--- src/rtl/cpu_pkg.sv ---
// Shared CPU definitions: opcode encodings and writeback FSM states.
package cpu_pkg;

  typedef enum logic [2:0] {
    OP_ADD  = 3'b000,
    OP_ADDI = 3'b001,
    OP_NAND = 3'b010,
    OP_LUI  = 3'b011,
    OP_SW   = 3'b100,
    OP_LW   = 3'b101,
    OP_BEQ  = 3'b110,
    OP_JALR = 3'b111
  } opcode_t;

  typedef enum logic {
    ST_RUN    = 1'b0,
    ST_HALTED = 1'b1
  } wb_state_t;

  localparam int XLEN = 16;
  localparam int RIDX = 3;

endpackage

--- src/rtl/writeback_regfile.sv ---
// Register file: one write port, two asynchronous read ports, r0 reads zero.
module regfile
  import cpu_pkg::*;
#(
  parameter int NREGS = 8
) (
  input  logic            clk,
  input  logic            rst_n,
  input  logic            we,
  input  logic [RIDX-1:0] waddr,
  input  logic [XLEN-1:0] wdata,
  input  logic [RIDX-1:0] ra_addr,
  input  logic [RIDX-1:0] rb_addr,
  output logic [XLEN-1:0] ra_data,
  output logic [XLEN-1:0] rb_data
);

  logic [XLEN-1:0] regs [NREGS];

  always_ff @(posedge clk) begin
    if (!rst_n) begin
      for (int i = 0; i < NREGS; i++)
        regs[i] <= '0;
    end else if (we && waddr != '0) begin
      regs[waddr] <= wdata;
    end
  end

  assign ra_data = (ra_addr == '0) ? '0 : regs[ra_addr];
  assign rb_data = (rb_addr == '0) ? '0 : regs[rb_addr];

endmodule

--- src/rtl/writeback.sv ---
// Writeback stage: regfile write, halt FSM, retire counter.
// Optional write-through read bypass enabled by WB_BYPASS_EN.
module writeback
  import cpu_pkg::*;
#(
  parameter int NREGS = 8
) (
  input  logic        clk,
  input  logic        rst_n,
  input  logic        bubble_in,
  input  logic [2:0]  opcode_in,
  input  logic [2:0]  tgt_in,
  input  logic [15:0] result_in,
  input  logic [15:0] mem_data_in,
  input  logic        halt_in,
  input  logic [2:0]  ra_addr,
  input  logic [2:0]  rb_addr,
  output logic [15:0] ra_data,
  output logic [15:0] rb_data,
  output logic        fwd_valid,
  output logic [2:0]  fwd_tgt,
  output logic [15:0] fwd_data,
  output logic        halted,
  output logic [15:0] retired
);

  wb_state_t       state;
  opcode_t         op;
  logic            we;
  logic [15:0]     wdata;
  logic [15:0]     rf_ra;
  logic [15:0]     rf_rb;

  assign op    = opcode_t'(opcode_in);
  assign wdata = (op == OP_LW) ? mem_data_in : result_in;
  assign we    = !bubble_in && state == ST_RUN &&
                 tgt_in != '0 &&
                 op != OP_SW && op != OP_BEQ;

  assign fwd_valid = we;
  assign fwd_tgt   = tgt_in;
  assign fwd_data  = wdata;

  regfile #(.NREGS(NREGS)) u_rf (
    .clk     (clk),
    .rst_n   (rst_n),
    .we      (we),
    .waddr   (tgt_in),
    .wdata   (wdata),
    .ra_addr (ra_addr),
    .rb_addr (rb_addr),
    .ra_data (rf_ra),
    .rb_data (rf_rb)
  );

`ifdef WB_BYPASS_EN
  assign ra_data = (we && ra_addr == tgt_in) ? wdata : rf_ra;
  assign rb_data = (we && rb_addr == tgt_in) ? wdata : rf_rb;
`else
  assign ra_data = rf_ra;
  assign rb_data = rf_rb;
`endif

  always_ff @(posedge clk) begin
    if (!rst_n) begin
      state   <= ST_RUN;
      halted  <= 1'b0;
      retired <= '0;
    end else begin
      case (state)
        ST_RUN: begin
          if (!bubble_in) begin
            if (retired != 16'hFFFF)
              retired <= retired + 16'd1;
            if (halt_in) begin
              state  <= ST_HALTED;
              halted <= 1'b1;
            end
          end
        end
        default: begin
          state  <= ST_HALTED;
          halted <= 1'b1;
        end
      endcase
    end
  end

endmodule

--- config.mk ---
export PLATFORM = sky130hd
export DESIGN_NAME = writeback
export DESIGN_NICKNAME = d
export VERILOG_FILES = /design/src/rtl/cpu_pkg.sv /design/src/rtl/writeback_regfile.sv /design/src/rtl/writeback.sv
export SDC_FILE = /design/constraint.sdc
export NUM_CORES = 1
export LEC_CHECK = 0
export CAP_MARGIN = 20
export CORE_MARGIN = 3
export CORE_UTILIZATION = 30
export DETAILED_ROUTE_END_ITERATION = 10
export MAX_ROUTING_LAYER = met4
export SETUP_SLACK_MARGIN = 0.4
export SYNTH_ARGS = -nofsm -noshare
export SYNTH_HDL_FRONTEND = slang
export SYNTH_SLANG_ARGS = --single-unit
--- constraint.sdc ---
create_clock -name clk -period 5.2 [get_ports clk]
set_input_delay 1.04 -clock clk [delete_from_list [all_inputs] [get_ports clk]]
set_output_delay 1.04 -clock clk [all_outputs]
set_load 0.03 [all_outputs]
## Yosys cells after proc, flatten, opt, wreduce, memory -nomap -nowiden

Memory sizes are Yosys's and may differ from the RTL's.
Cells that the tools add are included.

- Bits in registers: 18
- Bits in latches: 0
- RAM bits: 128
- ROM bits: 0
- Bits of input ports: 48
- Word-level logic and storage cells: 41
- Memories: 1

- $add $sub $neg: 1
- $mul: 0
- Divide/modulo/power cells: 0
- Magnitude comparators: 0
- Equality and inequality tests: 5
- Shifts and indexed selects: 0
- Multiplexer cells: 16
- Bitwise logic cells: 2
- Reduce and logical (&&, ||, !) cells: 13

Memory list:

| name | depth | bits a word | read ports | clocked after memory_dff | write ports | RTL line | RTL |
|---|---|---|---|---|---|---|---|
| u_rf.regs | 8 | 16 | 2 | 0 | 8 | writeback_regfile.sv:18 | `logic [XLEN-1:0] regs [NREGS];` |

Operators by type and width:

| cell | count |
|---|---|
| two-way mux 16 bit | 4 |
| adder 16 x 1 -> 16 bit (second input constant) | 1 |
| inequality test 16 bit (second input constant) | 1 |
| OR reduction 16 bit | 1 |
| two-way mux 1 bit | 11 |
| zero test 3 bit | 2 |
| inequality test 3 bit (second input constant) | 2 |
| logical AND 1 bit | 5 |
| == test 3 bit (second input constant) | 1 |
| two-way mux 3 bit | 1 |
| AND reduction 3 bit | 1 |
| nonzero test 3 bit | 1 |
| inequality test 2 x 1 -> 1 bit (second input constant) | 1 |
| NOT 1 bit | 2 |
| AND reduction 2 bit | 1 |
| nonzero test 2 bit | 1 |
| zero test 1 bit | 1 |

## Depth between registers and ports, before layout

Gate-level depths: netlist of the first run.

- Word-level depth: 11
- Gate-level depth with buffers: 7
- Depth with buffers taken out: 5

## Modules after synthesis

A second synthesis of the first run with hierarchy kept.

- Cells, all modules: 598
- Area, all modules: 7539.7 µm²

By module, submodules not included:

| module | instances | cells an instance | area each (µm²) |
|---|---|---|---|
| regfile | 1 | 468 | 6387.4 |
| writeback | 1 | 130 | 1152.4 |

## Least setup slack after synthesis of the first run

No wires, ideal clock.

- Path kind: input-to-output
- Start: input port ra_addr[0]
- End: output port ra_data[10]
- Arrival: 2.783 ns
- Data required time: 4.160 ns
- Path slack: 1.377 ns
- Stages: 5
- Buffers on the path: 3
- Cells stage by stage: clkbuf_1 -> buf_1 -> clkbuf_1 -> a22oi_1 -> o21ai_0

- Longest elaborated chain between the ends: 2
- Elaborated cells on any way between the ends: 3
- Classes of those cells: 1 x mux; 1 x reduce/logical; 1 x memory

Ends and longest elaborated chain:

| element | RTL line | RTL |
|---|---|---|
| from (decl) | writeback.sv:16 | `input logic [2:0] ra_addr,` |
| memory read (8 x 16 bit) / zero test 3 bit (equally long branches) | n/a |  |
| two-way mux 16 bit * | writeback_regfile.sv:29 | `assign ra_data = (ra_addr == '0) ? '0 : regs[ra_addr];` |
| to (decl) | writeback.sv:18 | `output logic [15:0] ra_data,` |

Every way passes the cells marked *; elsewhere a longest branch is shown, timed or not.

## Worst setup path after layout of the first run

- Start: input port opcode_in[0]
- End: output port fwd_data[5]

- Longest elaborated chain between the ends: 2

Ends and longest elaborated chain:

| element | RTL line | RTL |
|---|---|---|
| from (decl) | writeback.sv:11 | `input logic [2:0] opcode_in,` |
| == test 3 bit | writeback.sv:35 | `assign wdata = (op == OP_LW) ? mem_data_in : result_in;` |
| two-way mux 16 bit | writeback.sv:35 |  |
| to (decl) | writeback.sv:22 | `output logic [15:0] fwd_data,` |

No other way between the ends.

==> impl_metrics.prom, run 1 <==
# TYPE chip_impl_metric gauge
chip_impl_info{name="cts_root_buffer",value="clkbuf_16"} 1
chip_impl_info{name="critical_path.reg2reg.startpoint",value="state"} 1
chip_impl_metric{name="rows",unit=""} 54
chip_impl_metric{name="clock-skew-final",unit="ns"} 0.00446
chip_impl_info{name="layout.cells.most_common",value="edfxtp_1"} 1
chip_impl_metric{name="slew_headroom",unit="%"} 32.6
chip_impl_info{name="crit_path_frequent_cell",value="clkdlybuf4s50_1"} 1
chip_impl_info{name="crit_family",value="buffers and inverters"} 1
chip_impl_metric{name="place.detailed.instances",unit=""} 970
chip_impl_metric{name="slew_violations",unit=""} 0
chip_impl_metric{name="ys_seq_elements",unit=""} 130
chip_impl_metric{name="number_of_enable_flip_flop_cells_after_synthesis",unit=""} 112
chip_impl_metric{name="global_route_congestion_overflow_total",unit=""} 0
chip_impl_metric{name="vias",unit=""} 5277
chip_impl_metric{name="detailedRoute.firstIterationViolations",unit=""} 431
chip_impl_metric{name="num_antenna_cells",unit=""} 0
chip_impl_metric{name="synth.distinct_cells",unit=""} 42
chip_impl_metric{name="grt.total_usage",unit="%"} 16.9
chip_impl_info{name="worstSetupEndpointType",value="output pin"} 1
chip_impl_metric{name="grt_max_degree",unit=""} 34
chip_impl_info{name="path_class_of_the_lowest_slack_min_delay_path",value="register to register"} 1
chip_impl_metric{name="clock_sinks",unit=""} 130
chip_impl_metric{name="placedInstanceArea",unit="sq um"} 8390
chip_impl_metric{name="synthesized_area_per_cell",unit="sq um"} 11.7
chip_impl_metric{name="wire_length_of_the_first_global_routing_pass",unit="mm"} 30.4
chip_impl_metric{name="worst_pin_slew",unit="ns"} 1.01
chip_impl_metric{name="syn_area",unit="sq um"} 6840
chip_impl_metric{name="postSynthNetCount",unit=""} 632
chip_impl_info{name="rsz0062_at_grt",value="no"} 1
chip_impl_metric{name="ctsHtreeMaxLevel",unit=""} 4
chip_impl_info{name="outcome",value="complete, no violations"} 1
chip_impl_metric{name="cts_post_setup_buffers_inserted",unit=""} 0
chip_impl_metric{name="place.detailed.hpwl",unit="mm"} 13.0
chip_impl_metric{name="cp.required",unit="ns"} 4.16
chip_impl_info{name="crit_type",value="input port to output pin"} 1
chip_impl_metric{name="port_buffers",unit=""} 116
chip_impl_metric{name="clkLatencyLatePin",unit="ns"} 0.41
chip_impl_metric{name="synth_cells",unit=""} 583
chip_impl_metric{name="boundaryPins",unit=""} 117
chip_impl_info{name="cp-startpoint",value="opcode_in[0]"} 1
chip_impl_metric{name="cts-root-to-sink-buffers",unit=""} 2
chip_impl_metric{name="die_h",unit="um"} 157
chip_impl_metric{name="area_inside_the_core_boundary",unit="sq um"} 22100
chip_impl_metric{name="setup-tns-final",unit="ns"} 0
chip_impl_metric{name="gpl.final_weighted_congestion",unit=""} 0.782
chip_impl_metric{name="grt_pass1_vias",unit=""} 5117
chip_impl_metric{name="finish.instance_area",unit="sq um"} 9010
chip_impl_metric{name="share_of_layout_cells_above_drive_strength_1",unit="%"} 24.2
chip_impl_metric{name="vdd_ir_drop_max",unit="mV"} 0.232
chip_impl_metric{name="worstPathBufferInverterCount",unit=""} 4
chip_impl_metric{name="seq_area_frac_synth",unit="%"} 54.5
chip_impl_info{name="hold_wc_startpoint",value="halted"} 1
chip_impl_metric{name="path_max_fanout",unit=""} 11
chip_impl_info{name="critical_path_start_type",value="input port"} 1
chip_impl_metric{name="time_the_final_worst_path_needs_with_i_o_delays_and_setup",unit="ns"} 4.26
chip_impl_metric{name="layout_worst_path_cycle_share",unit="%"} 81.9
chip_impl_metric{name="finish.utilization",unit="%"} 40.8
chip_impl_info{name="path_cells",value="clkdlybuf4s50_1 > nand3b_1 > buf_12 > mux2i_1 > inv_1 > clkdlybuf4s50_1"} 1
chip_impl_metric{name="dieArea",unit="sq um"} 24600
chip_impl_metric{name="detailedRoute.firstPassIterationCount",unit=""} 5
chip_impl_metric{name="hold_violations",unit=""} 0
chip_impl_info{name="tritoncts_clock_tree",value="yes"} 1
chip_impl_metric{name="cts_hold_repair.buffers",unit=""} 0
chip_impl_metric{name="fmax",unit="MHz"} 235
chip_impl_metric{name="leakage",unit="nW"} 3.46
chip_impl_info{name="critical_path.slowest_cell",value="clkdlybuf4s50_1"} 1
chip_impl_metric{name="design.final.nets",unit=""} 758
chip_impl_metric{name="fp.dieW",unit="um"} 157
chip_impl_metric{name="yosysWarningCount",unit=""} 0
chip_impl_metric{name="wl_per_cell",unit="um"} 20.2
chip_impl_metric{name="initial_antenna_violation_count",unit=""} 0
chip_impl_metric{name="cellPowerDensity",unit="nW/um^2"} 322
chip_impl_metric{name="final-setup-viol-count",unit=""} 0
chip_impl_metric{name="cts-buffers-inserted",unit=""} 17
chip_impl_metric{name="finalWirelength",unit="mm"} 20.3
chip_impl_metric{name="final-instance-count-excl-fill",unit=""} 1002
chip_impl_info{name="layout.cells.most_common_list",value="edfxtp_1 (112), nor2_1 (107), clkdlybuf4s50_1 (83)"} 1
chip_impl_metric{name="cts_repair_resize_count",unit=""} 0
chip_impl_info{name="ys_dominant_reg_cell",value="edfxtp_1"} 1
chip_impl_metric{name="critical-path-max-stage-delay",unit="ns"} 0.61
chip_impl_metric{name="arrival",unit="ns"} 3.22
chip_impl_metric{name="flow.area_growth_from_synthesis",unit="%"} 31.7
chip_impl_metric{name="route.detailed.drc",unit=""} 0
chip_impl_metric{name="detail-route-antenna-nets",unit=""} 0
chip_impl_metric{name="via_per_inst",unit=""} 5.27
chip_impl_metric{name="async_reset_ff_share",unit="%"} 0
chip_impl_metric{name="start_util",unit="%"} 30.9
chip_impl_metric{name="clk_transition_reported_paths",unit="ns"} 0.06
chip_impl_metric{name="maximum_capacitance_violations",unit=""} 0
cells in the mapped netlist, drive strengths merged, types with 6 or more instances:
library cell / instances / area share (%)
nor2: 116 / 6.7
edfxtp: 112 / 49
inv: 33 / 1.8
mux4: 32 / 11
clkbuf: 31 / 1.7
mux2: 31 / 5.1
nand2: 30 / 1.6
a21oi: 29 / 2.1
o21ai: 21 / 1.5
mux2i: 19 / 2.8
dfxtp: 18 / 5.3
a22oi: 16 / 1.8
a221oi: 15 / 1.9
buf: 15 / 1.2
nand4: 9 / 0.82
or4: 7 / 0.77
o31ai: 6 / 0.66
state kept, by name, indices dropped and copies added, names as in the netlist:
signal / count
u_rf.regs: 112
retired: 16
halted: 1
state: 1
stage by stage:
step	setup slack, ns	hold WS, ns	total power [W]
2_1_floorplan	1.38	0.493	0.00147
3_3_place_gp	0.968	0.449	0.00166
3_5_place_dp	0.975	0.441	0.00167
4_1_cts	0.971	0.467	0.00291
5_1_grt	0.861	0.487	0.00299
6_report	0.940	0.472	0.00290
power breakdown:
part	switching, W	leakage [nW]	total [W]	internal (W)
registers	0.0000220	1.28	0.00120	0.00118
logic	0.000255	1.87	0.000444	0.000188
clock network	0.000454	0.296	0.00125	0.000800
path summary, 6_finish.rpt:
kind	end	slack, ns	cells after the start
max	fwd_data[5]	0.94	6
min	halted	0.47	1
max reg2reg	u_rf.regs[1][11]	2.52	6
min reg2reg	halted	0.47	1
per-layer routing:
| metal | routed length [um] | share of wire [%] | up-vias | GRT usage [%] |
|---|---|---|---|---|
| li1 | - | - | 2432 | - |
| met1 | 8960 | 44 | 2628 | 22.6 |
| met4 | 187 | 0.92 | 0 | 3.75 |
| met2 | 9780 | 48 | 202 | 26.7 |
| met3 | 1340 | 6.6 | 15 | 3.63 |
| met5 | 0 | 0 | - | - |
kinds of logic after synthesis:
group	after synthesis	share of synthesized area, %
AND/OR/NAND/NOR	197	13.4
flip-flops	130	54.5
AO/OA/AOI/OAI	93	8.71
multiplexers	82	18.4
buffers and inverters	79	4.74
XOR/XNOR	1	0.128
adder cells (fa/ha/maj)	1	0.183
area by class of cell:
| type | count | area [sq um] |
|---|---|---|
| Tap cell | 280 | 350 |
| Fill cell | 2064 | 13100 |
| Timing Repair Buffer | 153 | 1400 |
| Sequential cell | 130 | 3720 |
| Clock buffer | 18 | 429 |
| Multi-Input combinational cell | 374 | 2790 |
| Clock inverter | 14 | 189 |
| Inverter | 33 | 124 |
Note: power is estimated with default switching activity, not from simulation.
==> run 2, diff against run 1 <==
- clock period: 5.2 -> 4.4 ns (I/O delays scaled with it)
==> run 2 against run 1 <==
  * Die area unchanged
  * Largest cell class unchanged
  * Clock skew is 0.0025 ns higher
  * First-iteration DRC count down 2.1%
  * Utilization up 0.48 points
  * Via count is 1.7% lower
  * Critical path type unchanged
  * Highest routed layer unchanged
  * Final cell count up 0.50%
  * Largest power group unchanged
  * Final area grew 1.2%
  * Hold slack got worse by 0.013 ns
  * Critical path depth is the same
  * Critical endpoint is now fwd_data[4]
  * Setup slack lost 0.28 ns
==> impl_metrics.prom, run 2 (synthesis results as in run 1) <==
# TYPE chip_impl_metric gauge
chip_impl_metric{name="start_util",unit="%"} 30.9
chip_impl_metric{name="place.detailed.hpwl",unit="mm"} 13.0
chip_impl_info{name="tritoncts_clock_tree",value="yes"} 1
chip_impl_metric{name="detail-route-antenna-nets",unit=""} 0
chip_impl_metric{name="grt_max_degree",unit=""} 35
chip_impl_info{name="crit_type",value="input port to output pin"} 1
chip_impl_metric{name="die_h",unit="um"} 157
chip_impl_metric{name="setup-tns-final",unit="ns"} 0
chip_impl_metric{name="layout.area.seq",unit="sq um"} 3720
chip_impl_metric{name="cts_repair_resize_count",unit=""} 0
chip_impl_metric{name="multi_input_comb_area",unit="sq um"} 2790
chip_impl_info{name="hold_path_end",value="halted"} 1
chip_impl_metric{name="clkLatencyLatePin",unit="ns"} 0.42
chip_impl_metric{name="flow.area_growth_from_synthesis",unit="%"} 33.3
chip_impl_metric{name="power.switching_fraction",unit="%"} 24.3
chip_impl_metric{name="largest_register_ff_count",unit=""} 112
chip_impl_metric{name="via_per_inst",unit=""} 5.15
chip_impl_metric{name="detailedRoute.firstIterationViolations",unit=""} 422
chip_impl_info{name="hold_wc_startpoint",value="halted"} 1
chip_impl_metric{name="wl_per_cell",unit="um"} 19.7
chip_impl_info{name="layout.cells.most_common",value="edfxtp_1"} 1
chip_impl_info{name="cts_root_buffer",value="clkbuf_16"} 1
chip_impl_metric{name="cts-root-to-sink-buffers",unit=""} 2
chip_impl_metric{name="post-layout-total-power",unit="W"} 0.00354
chip_impl_info{name="rsz0062_at_grt",value="no"} 1
chip_impl_metric{name="slew_headroom",unit="%"} 39.7
chip_impl_metric{name="wl_met1",unit="mm"} 8.51
chip_impl_metric{name="gpl.final_weighted_congestion",unit=""} 0.817
chip_impl_metric{name="leakage",unit="nW"} 3.51
chip_impl_info{name="path_class_of_the_lowest_slack_min_delay_path",value="register to register"} 1
chip_impl_metric{name="share_of_layout_cells_above_drive_strength_1",unit="%"} 24.8
chip_impl_info{name="regToRegEndpoint",value="u_rf.regs[6][12]"} 1
chip_impl_info{name="worstSetupEndpointType",value="output pin"} 1
chip_impl_metric{name="design.final.nets",unit=""} 763
chip_impl_metric{name="grt_pass1_vias",unit=""} 5076
chip_impl_metric{name="area_inside_the_core_boundary",unit="sq um"} 22100
chip_impl_metric{name="vdd_ir_drop_max",unit="mV"} 0.266
chip_impl_metric{name="clock-skew-final",unit="ns"} 0.00692
chip_impl_metric{name="time_the_final_worst_path_needs_with_i_o_delays_and_setup",unit="ns"} 3.74
chip_impl_metric{name="met3WireLength",unit="mm"} 1.34
chip_impl_metric{name="fmax",unit="MHz"} 267
chip_impl_metric{name="dieArea",unit="sq um"} 24600
chip_impl_info{name="largest_register",value="u_rf.regs"} 1
chip_impl_metric{name="arrival",unit="ns"} 2.86
chip_impl_metric{name="cts_hold_repair.buffers",unit=""} 0
chip_impl_metric{name="path_max_fanout",unit=""} 16
chip_impl_metric{name="num_antenna_cells",unit=""} 0
chip_impl_metric{name="fp.dieW",unit="um"} 157
chip_impl_metric{name="layout_worst_path_cycle_share",unit="%"} 85.0
chip_impl_metric{name="rrSetupSlack",unit="ns"} 1.85
chip_impl_metric{name="r2r.worst_path.cells",unit=""} 6
chip_impl_metric{name="hold_violations",unit=""} 0
chip_impl_metric{name="finalWirelength",unit="mm"} 19.9
chip_impl_metric{name="wire_length_of_the_first_global_routing_pass",unit="mm"} 29.7
chip_impl_metric{name="cts-buffers-inserted",unit=""} 17
chip_impl_metric{name="met2_length",unit="mm"} 9.82
chip_impl_metric{name="vias",unit=""} 5185
chip_impl_metric{name="final_hold_slack",unit="ns"} 0.459
chip_impl_metric{name="rows",unit=""} 54
chip_impl_info{name="outcome",value="complete, no violations"} 1
chip_impl_info{name="reg_top3",value="u_rf.regs: 112 flops, retired: 16 flops"} 1
chip_impl_metric{name="seq_power_share",unit="%"} 40.0
chip_impl_metric{name="worst_pin_slew",unit="ns"} 0.903
chip_impl_metric{name="power_frac_comb",unit="%"} 15.0
chip_impl_metric{name="final-setup-viol-count",unit=""} 0
chip_impl_metric{name="clk_transition_reported_paths",unit="ns"} 0.06
chip_impl_metric{name="filler_cell_count",unit=""} 2048
chip_impl_metric{name="cellPowerDensity",unit="nW/um^2"} 388
chip_impl_metric{name="cp.required",unit="ns"} 3.52
chip_impl_metric{name="ctsHtreeMaxLevel",unit=""} 4
chip_impl_metric{name="hold_depth",unit=""} 1
chip_impl_info{name="critical_path_start_type",value="input port"} 1
chip_impl_metric{name="boundaryPins",unit=""} 117
chip_impl_metric{name="power.switching",unit="W"} 0.000861
chip_impl_metric{name="clkPwrFrac",unit="%"} 45.0
chip_impl_metric{name="initial_antenna_violation_count",unit=""} 0
chip_impl_info{name="layout.cells.most_common_list",value="edfxtp_1 (112), nor2_1 (107), clkdlybuf4s50_1 (82)"} 1
chip_impl_metric{name="slew_violations",unit=""} 0
chip_impl_metric{name="global_route_congestion_overflow_total",unit=""} 0
chip_impl_info{name="dr.max_layer_used",value="met4"} 1
chip_impl_metric{name="maximum_capacitance_violations",unit=""} 0
chip_impl_metric{name="port_buffers",unit=""} 116
chip_impl_metric{name="cts_post_setup_buffers_inserted",unit=""} 0
chip_impl_metric{name="route.detailed.drc",unit=""} 0
chip_impl_info{name="critical_path.reg2reg.startpoint",value="state"} 1
chip_impl_metric{name="clock_sinks",unit=""} 130
chip_impl_metric{name="detailedRoute.firstPassIterationCount",unit=""} 5
chip_impl_metric{name="power.internal",unit="W"} 0.00268
chip_impl_metric{name="grt.total_usage",unit="%"} 16.7
-- run 2: cell types whose count changed in the layout (fill, tap and decap cells not counted) --
cell / change
clkinv_2: -2
buf_12: +2
clkinvlp_4: -1
clkbuf_1: -1
bufinv_16: +2
buf_4: +4
clkdlybuf4s50_1: -1
clkinv_1: +2
-- run 2: power by group through the flow --
stage	Combinational [W]	Sequential, W	Clock, W
2_1_floorplan	0.000299	0.00144	0
3_3_place_gp	0.000534	0.00144	0
3_5_place_dp	0.000535	0.00144	0
4_1_cts	0.000537	0.00142	0.00161
5_1_grt	0.000564	0.00142	0.00167
6_report	0.000532	0.00142	0.00159
-- run 2: worst max-delay path by stage --
stage | slack, ns | startpoint | endpoint
3_5_place_dp | 0.64 | opcode_in[1] | fwd_data[4]
2_1_floorplan | 0.90 | ra_addr[0] | ra_data[10]
4_1_cts | 0.63 | opcode_in[1] | fwd_data[10]
6_report | 0.66 | opcode_in[1] | fwd_data[4]
3_3_place_gp | 0.61 | opcode_in[1] | fwd_data[4]
5_1_grt | 0.55 | opcode_in[1] | fwd_data[4]
-- run 2: layout make-up --
class	instances	area share, %
flip-flops and latches	130	40.9
multi-input cells	374	30.6
repair buffers	158	16.0
clock buffers	17	4.67
well taps	280	3.84
clock inverters	15	2.62
inverters	33	1.36
-- run 2: routing by layer --
layer / vias up / GRT usage (%)
met5: - / -
met4: 0 / 3.79
met3: 14 / 3.68
met2: 200 / 27.1
met1: 2526 / 21.5
li1: 2445 / -
-- run 2: through the flow --
stage / util, % / cells / cell area (sq um) / setup WS [ns]
final: 41.3 / 1007 / 9110 / 0.661
after global routing: 41.3 / 1007 / 9110 / 0.548
after CTS: 41.3 / 1007 / 9110 / 0.632
after detailed placement: 38.2 / 975 / 8450 / 0.637
after global placement: 38.2 / 975 / 8450 / 0.610
after floorplan: - / 583 / 6840 / 0.897
-- run 2: worst max-delay path, stage by stage --
cell,delay [ns]
clkdlybuf4s50_1,0.45
nand3b_1,0.10
buf_4,0.31
mux2i_1,0.43
inv_1,0.08
clkdlybuf4s50_1,0.61
==> run 3, diff against run 2 <==
- clock period: 4.4 -> 3.05 ns (I/O delays scaled with it)
==> run 3 against run 2 <==
  * Clock power is 27% higher
  * Hold slack better by 0.0013 ns
  * Wire length is 5.0% higher
  * Final area is 3.5% higher
  * Sequential power is 44% higher
  * Via count is 2.4% higher
  * Sequential share of layout area is 1.4 points lower
  * Register-to-register slack worse by 0.82 ns
  * Setup slack worse by 0.28 ns
  * Utilization is 1.5 points higher
  * Non-clock buffer count is 19 higher
  * Final cell count is 1.9% higher
  * Critical path type unchanged
==> impl_metrics.prom, run 3 (synthesis results as in run 1) <==
# TYPE chip_impl_metric gauge
chip_impl_metric{name="num_antenna_cells",unit=""} 0
chip_impl_metric{name="cts-root-to-sink-buffers",unit=""} 2
chip_impl_info{name="reg_top3",value="u_rf.regs: 112 flops, retired: 16 flops"} 1
chip_impl_metric{name="cts-buffers-inserted",unit=""} 17
chip_impl_metric{name="global_route_congestion_overflow_total",unit=""} 0
chip_impl_info{name="layout.cells.most_common_list",value="edfxtp_1 (112), nor2_1 (107), buf_4 (77)"} 1
chip_impl_metric{name="clock-skew-final",unit="ns"} 0.00413
chip_impl_info{name="crit_type",value="input port to output pin"} 1
chip_impl_info{name="layout.cells.most_common",value="edfxtp_1"} 1
chip_impl_metric{name="finalWirelength",unit="mm"} 20.9
chip_impl_metric{name="filler_cell_count",unit=""} 2019
chip_impl_metric{name="boundaryPins",unit=""} 117
chip_impl_metric{name="worst_pin_slew",unit="ns"} 0.546
chip_impl_metric{name="arrival",unit="ns"} 2.06
chip_impl_info{name="tritoncts_clock_tree",value="yes"} 1
chip_impl_metric{name="via_per_inst",unit=""} 5.17
chip_impl_metric{name="placedInstanceArea",unit="sq um"} 8700
chip_impl_metric{name="detail-route-antenna-nets",unit=""} 0
chip_impl_metric{name="flow.area_growth_from_synthesis",unit="%"} 38.0
chip_impl_metric{name="slew_headroom",unit="%"} 63.3
chip_impl_metric{name="area_inside_the_core_boundary",unit="sq um"} 22100
chip_impl_metric{name="port_buffers",unit=""} 116
chip_impl_metric{name="place.detailed.hpwl",unit="mm"} 14.2
chip_impl_metric{name="route.detailed.drc",unit=""} 0
chip_impl_metric{name="grt_pass1_vias",unit=""} 5350
chip_impl_metric{name="share_of_layout_cells_above_drive_strength_1",unit="%"} 33.6
chip_impl_metric{name="cp.required",unit="ns"} 2.44
chip_impl_metric{name="fp.dieW",unit="um"} 157
chip_impl_metric{name="layout_worst_path_cycle_share",unit="%"} 87.6
chip_impl_info{name="largest_register",value="u_rf.regs"} 1
chip_impl_metric{name="slew_violations",unit=""} 0
chip_impl_metric{name="initial_antenna_violation_count",unit=""} 0
chip_impl_metric{name="ctsHtreeMaxLevel",unit=""} 4
chip_impl_metric{name="gpl.final_weighted_congestion",unit=""} 0.868
chip_impl_metric{name="rows",unit=""} 54
chip_impl_info{name="cts_root_buffer",value="clkbuf_16"} 1
chip_impl_metric{name="grt.total_usage",unit="%"} 17.8
chip_impl_metric{name="finish.instance_area",unit="sq um"} 9440
chip_impl_metric{name="wire_length_of_the_first_global_routing_pass",unit="mm"} 31.8
chip_impl_metric{name="final_hold_slack",unit="ns"} 0.460
chip_impl_metric{name="detailedRoute.firstIterationViolations",unit=""} 439
chip_impl_metric{name="vias",unit=""} 5307
chip_impl_metric{name="clock_sinks",unit=""} 130
chip_impl_info{name="critical_path_start_type",value="input port"} 1
chip_impl_metric{name="start_util",unit="%"} 30.9
chip_impl_metric{name="setup-tns-final",unit="ns"} 0
chip_impl_metric{name="wl_per_cell",unit="um"} 20.3
chip_impl_info{name="outcome",value="complete, no violations"} 1
chip_impl_metric{name="grt_max_degree",unit=""} 33
chip_impl_metric{name="cellPowerDensity",unit="nW/um^2"} 520
chip_impl_metric{name="path_max_fanout",unit=""} 13
chip_impl_metric{name="vdd_ir_drop_max",unit="mV"} 0.407
chip_impl_metric{name="final-setup-viol-count",unit=""} 0
chip_impl_info{name="path_class_of_the_lowest_slack_min_delay_path",value="register to register"} 1
chip_impl_info{name="worstSetupEndpointType",value="output pin"} 1
chip_impl_metric{name="dieArea",unit="sq um"} 24600
chip_impl_metric{name="cts_hold_repair.buffers",unit=""} 0
chip_impl_metric{name="time_the_final_worst_path_needs_with_i_o_delays_and_setup",unit="ns"} 2.67
chip_impl_metric{name="clk_transition_reported_paths",unit="ns"} 0.06
chip_impl_metric{name="detailedRoute.firstPassIterationCount",unit=""} 5
chip_impl_info{name="rsz0062_at_grt",value="yes"} 1
chip_impl_metric{name="largest_register_ff_count",unit=""} 112
chip_impl_metric{name="leakage",unit="nW"} 3.61
chip_impl_metric{name="fmax",unit="MHz"} 374
chip_impl_metric{name="design.final.nets",unit=""} 782
chip_impl_metric{name="hold_violations",unit=""} 0
chip_impl_metric{name="maximum_capacitance_violations",unit=""} 0
chip_impl_metric{name="clkLatencyLatePin",unit="ns"} 0.41
chip_impl_metric{name="die_h",unit="um"} 157
==> run 3: cell type report <==
cell class | count | area (sq um) | area share (%)
well taps | 280 | 350 | 3.71
multi-input cells | 374 | 2950 | 31.3
inverters | 33 | 124 | 1.31
flip-flops and latches | 130 | 3720 | 39.5
repair buffers | 177 | 1700 | 18.0
clock inverters | 6 | 78.8 | 0.835
clock buffers | 26 | 509 | 5.40
==> run 3: worst paths after layout <==
check | start | endpoint | slack, ns | depth (start not counted)
setup / recovery | rb_addr[1] | rb_data[0] | 0.38 | 7
hold / removal | halted | halted | 0.46 | 1
setup reg to reg | state | u_rf.regs[1][4] | 1.03 | 5
hold reg to reg | halted | halted | 0.46 | 1
==> run 3: metal layers <==
layer	track usage (%)	part of all wire, %	up-vias
met5	-	0	-
met4	5.25	1.7	0
met3	3.57	5.9	30
met2	27.5	47	216
met1	23.8	45	2570
li1	-	-	2491
==> run 3: where the power goes <==
| group | switching (W) | leakage (nW) | internal (W) |
|---|---|---|---|
| combinational | 0.000470 | 2.03 | 0.000371 |
| clock | 0.000716 | 0.292 | 0.00130 |
| sequential | 0.0000375 | 1.28 | 0.00201 |
| total | 0.00122 | 3.61 | 0.00368 |
==> run 3: what timing repair did <==
action	in CTS	in global routing
gates cloned	3	0
buffers inserted	2	0
resized for setup	98	12
setup endpoints to repair	48	11
endpoints found under the hold margin	0	0
pin swaps	1	0
==> run 3: critical path, cell delays in order <==
cell	delay (ns)
clkdlybuf4s15_2	0.26
buf_12	0.19
nor2b_2	0.17
buf_6	0.17
a221oi_1	0.35
a21oi_1	0.11
buf_4	0.19
==> run 3: per-stage QoR <==
step	power (W)	util [%]	worst slack, ns	instances
3_3_place_gp	0.00289	39.4	0.0650	989
2_1_floorplan	0.00252	-	0.353	583
4_1_cts	0.00493	42.7	0.360	1026
5_1_grt	0.00507	42.7	0.316	1026
3_5_place_dp	0.00290	39.4	0.0552	989
6_report	0.00491	42.7	0.379	1026
